[src/rtl/mem_line_master_if.sv]
// rtl/mem_line_master_if.sv - request/prefetch/response handshakes and RAM port A bundle for mem_line_master
interface mem_line_master_if;
  // demand request channel
  logic         req_valid;
  logic         req_ready;
  logic [31:0]  req_addr;
  logic         req_we;
  logic [127:0] req_wdata;
  // prefetch read request channel
  logic         pf_valid;
  logic         pf_ready;
  logic [31:0]  pf_addr;
  // tagged response channel
  logic         resp_valid;
  logic         resp_ready;
  logic [127:0] resp_rdata;
  logic         resp_src;
  logic         resp_err;
  // line RAM port A
  logic [31:0]  addra;
  logic [127:0] dina;
  logic         wea;
  logic [127:0] douta;

  // the line master itself
  modport master (
    input  req_valid, req_addr, req_we, req_wdata,
    input  pf_valid, pf_addr,
    input  resp_ready, douta,
    output req_ready, pf_ready,
    output resp_valid, resp_rdata, resp_src, resp_err,
    output addra, dina, wea
  );

  // requesters, response consumer and RAM around the master
  modport slave (
    output req_valid, req_addr, req_we, req_wdata,
    output pf_valid, pf_addr,
    output resp_ready, douta,
    input  req_ready, pf_ready,
    input  resp_valid, resp_rdata, resp_src, resp_err,
    input  addra, dina, wea
  );
endinterface

[src/rtl/mem_line_master.sv]
// rtl/mem_line_master.sv - single-outstanding 128-bit line initiator on RAM port A; prefetch port enabled by MEM_PF_PORT_EN
module mem_line_master #(
  parameter int LATENCY = 4
) (
  input logic               clka,
  input logic               rstn,
  mem_line_master_if.master bus
);

  typedef enum logic [1:0] {
    S_IDLE,
    S_WAIT,
    S_ACCESS,
    S_RESP
  } state_t;

  localparam logic [7:0] CNT_INIT = 8'(LATENCY - 1);

  state_t       r_state;
  logic [7:0]   r_cnt;
  logic         r_req_ready;
  logic [27:0]  r_line;
  logic [127:0] r_dina;
  logic         r_we;
  logic         r_in_range;
  logic         r_wea;
  logic         r_resp_valid;
  logic [127:0] r_rdata;
  logic         r_err;

  logic         w_req_fire;
  logic         w_pf_fire;
  logic [31:0]  w_acc_addr;
  logic         w_acc_in_range;

  assign w_req_fire = bus.req_valid & r_req_ready;

`ifdef MEM_PF_PORT_EN
  logic r_src;

  // demand has strict priority: prefetch is offered only when no demand is pending
  assign bus.pf_ready = r_req_ready & ~bus.req_valid;
  assign w_pf_fire    = bus.pf_valid & bus.pf_ready;
  assign w_acc_addr   = w_req_fire ? bus.req_addr : bus.pf_addr;
  assign bus.resp_src = r_src;

  // source tag is captured with the request and held until the next accept
  always_ff @(posedge clka) begin
    if (!rstn) begin
      r_src <= 1'b0;
    end else if (w_req_fire) begin
      r_src <= 1'b0;
    end else if (w_pf_fire) begin
      r_src <= 1'b1;
    end
  end
`else
  assign bus.pf_ready = 1'b0;
  assign w_pf_fire    = 1'b0;
  assign w_acc_addr   = bus.req_addr;
  assign bus.resp_src = 1'b0;
`endif

  // bit 31 is passed through to the RAM but does not take part in the range test
  assign w_acc_in_range = (w_acc_addr[30:14] == 17'd0);

  assign bus.req_ready  = r_req_ready;
  assign bus.addra      = {r_line, 4'b0000};
  assign bus.dina       = r_dina;
  // reset kills the write strobe immediately so a reset during ACCESS never writes
  assign bus.wea        = r_wea & rstn;
  assign bus.resp_valid = r_resp_valid;
  assign bus.resp_rdata = r_rdata;
  assign bus.resp_err   = r_err;

  // transaction FSM: accept, count down latency, one RAM access cycle, hold response
  always_ff @(posedge clka) begin
    if (!rstn) begin
      r_state      <= S_IDLE;
      r_cnt        <= 8'd0;
      r_req_ready  <= 1'b0;
      r_line       <= 28'd0;
      r_dina       <= 128'd0;
      r_we         <= 1'b0;
      r_in_range   <= 1'b0;
      r_wea        <= 1'b0;
      r_resp_valid <= 1'b0;
      r_rdata      <= 128'd0;
      r_err        <= 1'b0;
    end else begin
      case (r_state)
        S_IDLE: begin
          if (w_req_fire || w_pf_fire) begin
            r_line      <= w_acc_addr[31:4];
            r_dina      <= bus.req_wdata;
            r_we        <= w_req_fire & bus.req_we;
            r_in_range  <= w_acc_in_range;
            r_cnt       <= CNT_INIT;
            r_req_ready <= 1'b0;
            r_state     <= S_WAIT;
          end else begin
            r_req_ready <= 1'b1;
          end
        end
        S_WAIT: begin
          if (r_cnt == 8'd0) begin
            r_wea   <= r_we & r_in_range;
            r_state <= S_ACCESS;
          end else begin
            r_cnt <= r_cnt - 8'd1;
          end
        end
        S_ACCESS: begin
          r_wea        <= 1'b0;
          r_rdata      <= (r_we | ~r_in_range) ? 128'd0 : bus.douta;
          r_err        <= ~r_in_range;
          r_resp_valid <= 1'b1;
          r_state      <= S_RESP;
        end
        S_RESP: begin
          if (bus.resp_ready) begin
            r_resp_valid <= 1'b0;
            r_req_ready  <= 1'b1;
            r_state      <= S_IDLE;
          end
        end
        default: begin
          r_state <= S_IDLE;
        end
      endcase
    end
  end

endmodule
[src/flat_wrapper.sv]
// flat-port wrapper written by rule: the top's interface ports become plain ports
module mem_line_master_flat 
#(
  parameter int LATENCY = 4
)
  (clka, rstn, bus_req_valid, bus_req_addr, bus_req_we, bus_req_wdata, bus_pf_valid, bus_pf_addr, bus_resp_ready, bus_douta, bus_req_ready, bus_pf_ready, bus_resp_valid, bus_resp_rdata, bus_resp_src, bus_resp_err, bus_addra, bus_dina, bus_wea);
  mem_line_master_if bus_i ();
  input logic clka;
  input logic rstn;
  input wire logic [$bits(bus_i.req_valid)-1:0] bus_req_valid;
  input wire logic [$bits(bus_i.req_addr)-1:0] bus_req_addr;
  input wire logic [$bits(bus_i.req_we)-1:0] bus_req_we;
  input wire logic [$bits(bus_i.req_wdata)-1:0] bus_req_wdata;
  input wire logic [$bits(bus_i.pf_valid)-1:0] bus_pf_valid;
  input wire logic [$bits(bus_i.pf_addr)-1:0] bus_pf_addr;
  input wire logic [$bits(bus_i.resp_ready)-1:0] bus_resp_ready;
  input wire logic [$bits(bus_i.douta)-1:0] bus_douta;
  output wire logic [$bits(bus_i.req_ready)-1:0] bus_req_ready;
  output wire logic [$bits(bus_i.pf_ready)-1:0] bus_pf_ready;
  output wire logic [$bits(bus_i.resp_valid)-1:0] bus_resp_valid;
  output wire logic [$bits(bus_i.resp_rdata)-1:0] bus_resp_rdata;
  output wire logic [$bits(bus_i.resp_src)-1:0] bus_resp_src;
  output wire logic [$bits(bus_i.resp_err)-1:0] bus_resp_err;
  output wire logic [$bits(bus_i.addra)-1:0] bus_addra;
  output wire logic [$bits(bus_i.dina)-1:0] bus_dina;
  output wire logic [$bits(bus_i.wea)-1:0] bus_wea;
  assign bus_i.req_valid = bus_req_valid;
  assign bus_i.req_addr = bus_req_addr;
  assign bus_i.req_we = bus_req_we;
  assign bus_i.req_wdata = bus_req_wdata;
  assign bus_i.pf_valid = bus_pf_valid;
  assign bus_i.pf_addr = bus_pf_addr;
  assign bus_i.resp_ready = bus_resp_ready;
  assign bus_i.douta = bus_douta;
  assign bus_req_ready = bus_i.req_ready;
  assign bus_pf_ready = bus_i.pf_ready;
  assign bus_resp_valid = bus_i.resp_valid;
  assign bus_resp_rdata = bus_i.resp_rdata;
  assign bus_resp_src = bus_i.resp_src;
  assign bus_resp_err = bus_i.resp_err;
  assign bus_addra = bus_i.addra;
  assign bus_dina = bus_i.dina;
  assign bus_wea = bus_i.wea;
  mem_line_master #(.LATENCY(LATENCY)) u_core (.clka(clka), .rstn(rstn), .bus(bus_i));
endmodule
[config.mk]
export PLATFORM = sky130hd
export DESIGN_NAME = mem_line_master_flat
export DESIGN_NICKNAME = d
export VERILOG_FILES = /design/src/rtl/mem_line_master_if.sv /design/src/rtl/mem_line_master.sv /design/src/flat_wrapper.sv
export SDC_FILE = /design/constraint.sdc
export NUM_CORES = 1
export LEC_CHECK = 0
export ABC_AREA = 1
export CAP_MARGIN = 30
export CORE_AREA = 4 4 239 241
export CTS_CLUSTER_DIAMETER = 50
export CTS_CLUSTER_SIZE = 20
export DETAILED_ROUTE_END_ITERATION = 7
export DIE_AREA = 0 0 243 245
export MAX_ROUTING_LAYER = met4
export PLACE_DENSITY_LB_ADDON = 0.08
export SYNTH_ARGS = -nofsm -noshare
export SYNTH_HDL_FRONTEND = slang
export SYNTH_SLANG_ARGS = --single-unit
[constraint.sdc]
create_clock -name clka -period 1.9 [get_ports clka]
set_clock_uncertainty 0.2 [all_clocks]
set_input_delay 0.38 -clock clka [delete_from_list [all_inputs] [get_ports clka]]
set_output_delay 0.38 -clock clka [all_outputs]
set_load 0.01 [all_outputs]
==> results.md <==
- The post-synthesis instance area is between 0.01 and 0.015 mm².
- Together, buffers and inverters on the worst path number 1.
- The clock passes through at most 3 buffers.
- The clock period minus worst slack is 1.85 ns.
- The hold slack is around 0.12 ns.
- The number of enable flip-flop cells after synthesis is 0.
- The area occupied by multi-input gates is a little over 0.004 mm².
- In this run the standard cell core region covers 0.0549 mm².
- The worst setup path category is reg2out.
- Relative to the synthesized area, the layout overhead comes to 73.5%.
- The later pin in the worst-skew pair is clocked with a latency of around 0.56 ns.
- Detailed routing inserted a total of roughly 11,000 vias.
- After synthesis, the cell types taking the most area are dfxtp_1 (55%), nor2_1 (12%), nand2_1 (10%).
- After floorplanning, the core was divided into 86 placement rows.
- The path type of the worst min-delay path is in2reg.
- The number of antenna violations at the first check in global routing came to 10.
- For the worst setup path, the data arrival time is ~1.3 ns.
- The critical path launch point type is a flop.
- Routability-driven placement finished with a final weighted congestion of about 0.80.
- The share of cell area taken by muxes after synthesis is 0%.
- Counting the fill cells in the layout gives approximately 6,000.
- The capture instance of the worst register-to-register path is u_core.bus.resp_rdata[85]$_SDFFE_PN0P_.
- The origin of the critical flop-to-flop path is u_core.r_state[0]$_SDFFE_PN0P_.
- The total number of clock tree sinks is 300.
- The basic-gate share of the synthesized area counting and, or, nand and nor cells is between 20% and 30%.
- The first-pass iteration count of the detailed router is 4.
- Summed over all cells, the static leakage comes to between 8 and 9 nW.
- Setup repair after global routing could not meet its margin everywhere.
- After synthesis the netlist holds a flip-flop and latch count of 300.
- Summing the sequential cell areas from Yosys gives 55.3% of the chip area.
- The number of hold-slack violations in the final timing report was 0.
- Of the cells placed in the final design, the portion with a size suffix greater than 1 is slightly above 7%.
- In the routed design, unresolved DRC markers number 0.
- The share of the synthesized area in compound gates (AO/OA/AOI/OAI) is 13.8%.
- For this configuration, the core starts out at a cell density of between 15 and 20%.
- STA puts the critical path data required time at between 1 and 1.5 ns.
- The number of global-route vias before repair is ~11,000.
- The die is between 200 and 250 µm tall.
- The areal power density over the cells is roughly 1200 mW/mm².
- By area, the combinational part of the netlist is dominated by simple AND/OR/NAND/NOR gates.
- The first global-routing pass estimated roughly 72 mm of wire.
- The root buffer cell chosen for the clock tree is clkbuf_16.
- After detailed routing, the number of vias per cell comes to slightly above 4.
- On the critical path the largest part of the delay comes from buffers and inverters.
- During placement, the flow inserted port buffers numbering 576.
- The floorplan die width is approximately 240 µm.
- The total count of max-transition violations in the final report was 0.
- In the post-synthesis netlist, the cell with the most instances is nor2_1.
- The proportion of register bits with asynchronous set or reset after synthesis is 0%.
- Traced cell by cell, the critical path runs through clkdlybuf4s15_1.
- The completed layout was analyzed and its total power is roughly 22 mW.
- The worst hold path passes through 4 cells.
- The beginning of the worst hold path is rstn.
- The final global-route overflow total is 0.
- The number of violations reported at the end of detailed-routing iteration 0 is roughly 490.
- The largest net degree at the start of global routing is roughly 70.
- In the final design database the tool counted 2,303 nets.
- The run finished with clean final reports.
- The number of cell instances on the worst register-to-register path is 8.
- The wire length per cell is 18.1 µm.
- The number of library cell types mapped by synthesis is 26.
- The wire length reported by the detailed router is approximately 49 mm.
- The post-placement worst setup slack is -0.187 ns.
- The total of hold buffers inserted after clock tree synthesis is 0.
- The adder-cell share of the synthesized area is 0.692%.
- The number of warnings issued by yosys is 0.
- The CTS tree is yes.
- By count the netlist is led by nor2_1 (338), dfxtp_1 (300), nand2_1 (292).
- The number of violations of the max-capacitance limit is 0.
- The delay contributed by the slowest stage of the critical path is 0.40 ns.
- The synthesized netlist devotes less than 1% of its cell area to XOR and XNOR gates.
- IR analysis of the VDD net gives a maximum drop of roughly 0.69 mV.
- The timing-limited maximum frequency is 0.540 GHz.
- For flop-to-flop paths, the worst setup slack is between 0.1 and 0.15 ns.
- The top-level port count is 620.
- The number of nets with antenna violations after routing is 0.
- The most used flip-flop cell after synthesis is dfxtp_1.
- The average instance area after synthesis is just under 8 µm².
- In the finished design, the share of the clock period the worst path needs comes to 97.4%.
- The destination of the worst hold path is u_core.bus.dina[123]$_SDFFE_PN0P_.
- The cell with the largest stage delay on the worst path is clkdlybuf4s15_1.
- The cell count after synthesis is around 1,400.
- The HPWL reported at the end of detailed placement is 36.7 mm.
- The setup slack of the critical path after layout is 0.0488 ns.
- The share of the synthesized area in the top cell type is 55.3%.
- The deepest level of the CTS H-tree is 2.
- Clock-pin slew was measured on the worst setup and hold paths at roughly 0.05 ns.
- The largest area contributor in the netlist is dfxtp_1.
- The maximum net fanout on the critical path is 2.
- The area occupied by registers is ~0.0060 mm².
- Counting the buffers created by CTS gives between 40 and 50.
- The final setup violation count is 0.
- In the global route stage, overall resource usage came out at about 16%.
- Once layout is complete, the utilization of the core stands at between 30% and 40%.
- The floorplan die area is 0.0595 mm².
- The worst setup path is captured at an output pin.
## final cells by class
type,count,area share [%]
Antenna cell,11,0.146
Tap cell,704,4.68
Sequential cell,300,31.9
Multi-Input combinational cell,968,22.0
Clock inverter,19,1.08
Inverter,27,0.571
Timing Repair Buffer,626,32.3
Clock buffer,67,7.35
## cell families after synthesis
| group | count (synthesis) |
|---|---|
| xor+xnor | 1 |
| buf+inv | 128 |
| fa+ha+maj | 6 |
| other cells | 1 |
| simple gates | 656 |
| compound gates | 299 |
| flops | 300 |
## metrics by stage
step	instances	area [µm²]	TNS [ns]
after CTS	2709	18800	0
after global routing	2721	18800	-0.0279
after global placement	2623	17500	-11.72
final	2722	18800	0
after detailed placement	2623	17500	-14.47
after floorplan	1396	10900	0
## per-layer routing
metal	track usage, %	share of wire [%]
met1	18.1	40
met2	26.1	47
met3	7.85	11
met4	4.26	2.0
met5	-	0
## how the worst max path moves through the flow
stage	slack, ns	endpoint	from	depth (start not counted)
after floorplan	0.25	u_core.bus.resp_rdata[0]$_SDFFE_PN0P_	u_core.r_state[0]$_SDFFE_PN0P_	7
after global placement	-0.20	u_core.r_cnt[7]$_SDFFE_PN0P_	bus_req_valid	7
after detailed placement	-0.19	u_core.r_cnt[7]$_SDFFE_PN0P_	bus_req_valid	7
after CTS	0.001	bus_resp_rdata[21]	u_core.bus.resp_rdata[21]$_SDFFE_PN0P_	1
after global routing	-0.01	u_core.bus.resp_rdata[96]$_SDFFE_PN0P_	u_core.r_state[0]$_SDFFE_PN0P_	8
final	0.05	bus_addra[21]	u_core.r_line[17]$_SDFFE_PN0P_	1
## where the power goes
part,switching (mW),internal [mW],total [mW]
clock,3.24,5.49,8.73
combinational,3.39,2.65,6.04
sequential,0.416,7.15,7.57
## worst reg2reg max path: cells and delay by family (launching register included)
family | cells | cell delay (ns)
compound gates | 1 | 0.14
fa+ha+maj | 1 | 0.22
buf+inv | 5 | 0.71
flops | 1 | 0.37
simple gates | 1 | 0.07
## layout by cell type, fill, tap and decap left out, drive strengths merged
| cell type | count |
|---|---|
| clkbuf | 71 |
| nand3 | 11 |
| bufinv | 3 |
| conb | 6 |
| clkdlybuf4s50 | 287 |
| a21oi | 136 |
| clkdlybuf4s15 | 6 |
| nor3 | 4 |
| clkinv | 9 |
| ha | 6 |
| nand4 | 5 |
| xnor2 | 1 |
| clkinvlp | 4 |
| dfxtp | 300 |
| dlygate4sd2 | 279 |
| o21ai | 162 |
| nand2 | 293 |
| nor4 | 2 |
| diode | 11 |
| a31oi | 1 |
| buf | 50 |
| nor2 | 341 |
| inv | 30 |
## registers in the layout, summed over array words and instances (netlist names)
signal	flops
u_core.bus.dina	128
u_core.bus.resp_valid	1
u_core.r_state	2
u_core.r_wea	1
u_core.r_in_range	1
u_core.bus.resp_rdata	128
u_core.r_cnt	8
u_core.r_we	1
u_core.bus.req_ready	1
u_core.bus.resp_err	1
u_core.r_line	28
## timing repair
| action | CTS | global route |
|---|---|---|
| pin swaps | 0 | 0 |
| endpoints found under the hold margin | 0 | 0 |
| resized for setup | 296 | 10 |
| gates cloned | 0 | 1 |
| setup buffers | 0 | 1 |
| setup endpoints to repair | 289 | 95 |
Note: power is estimated with default switching activity, not from simulation.
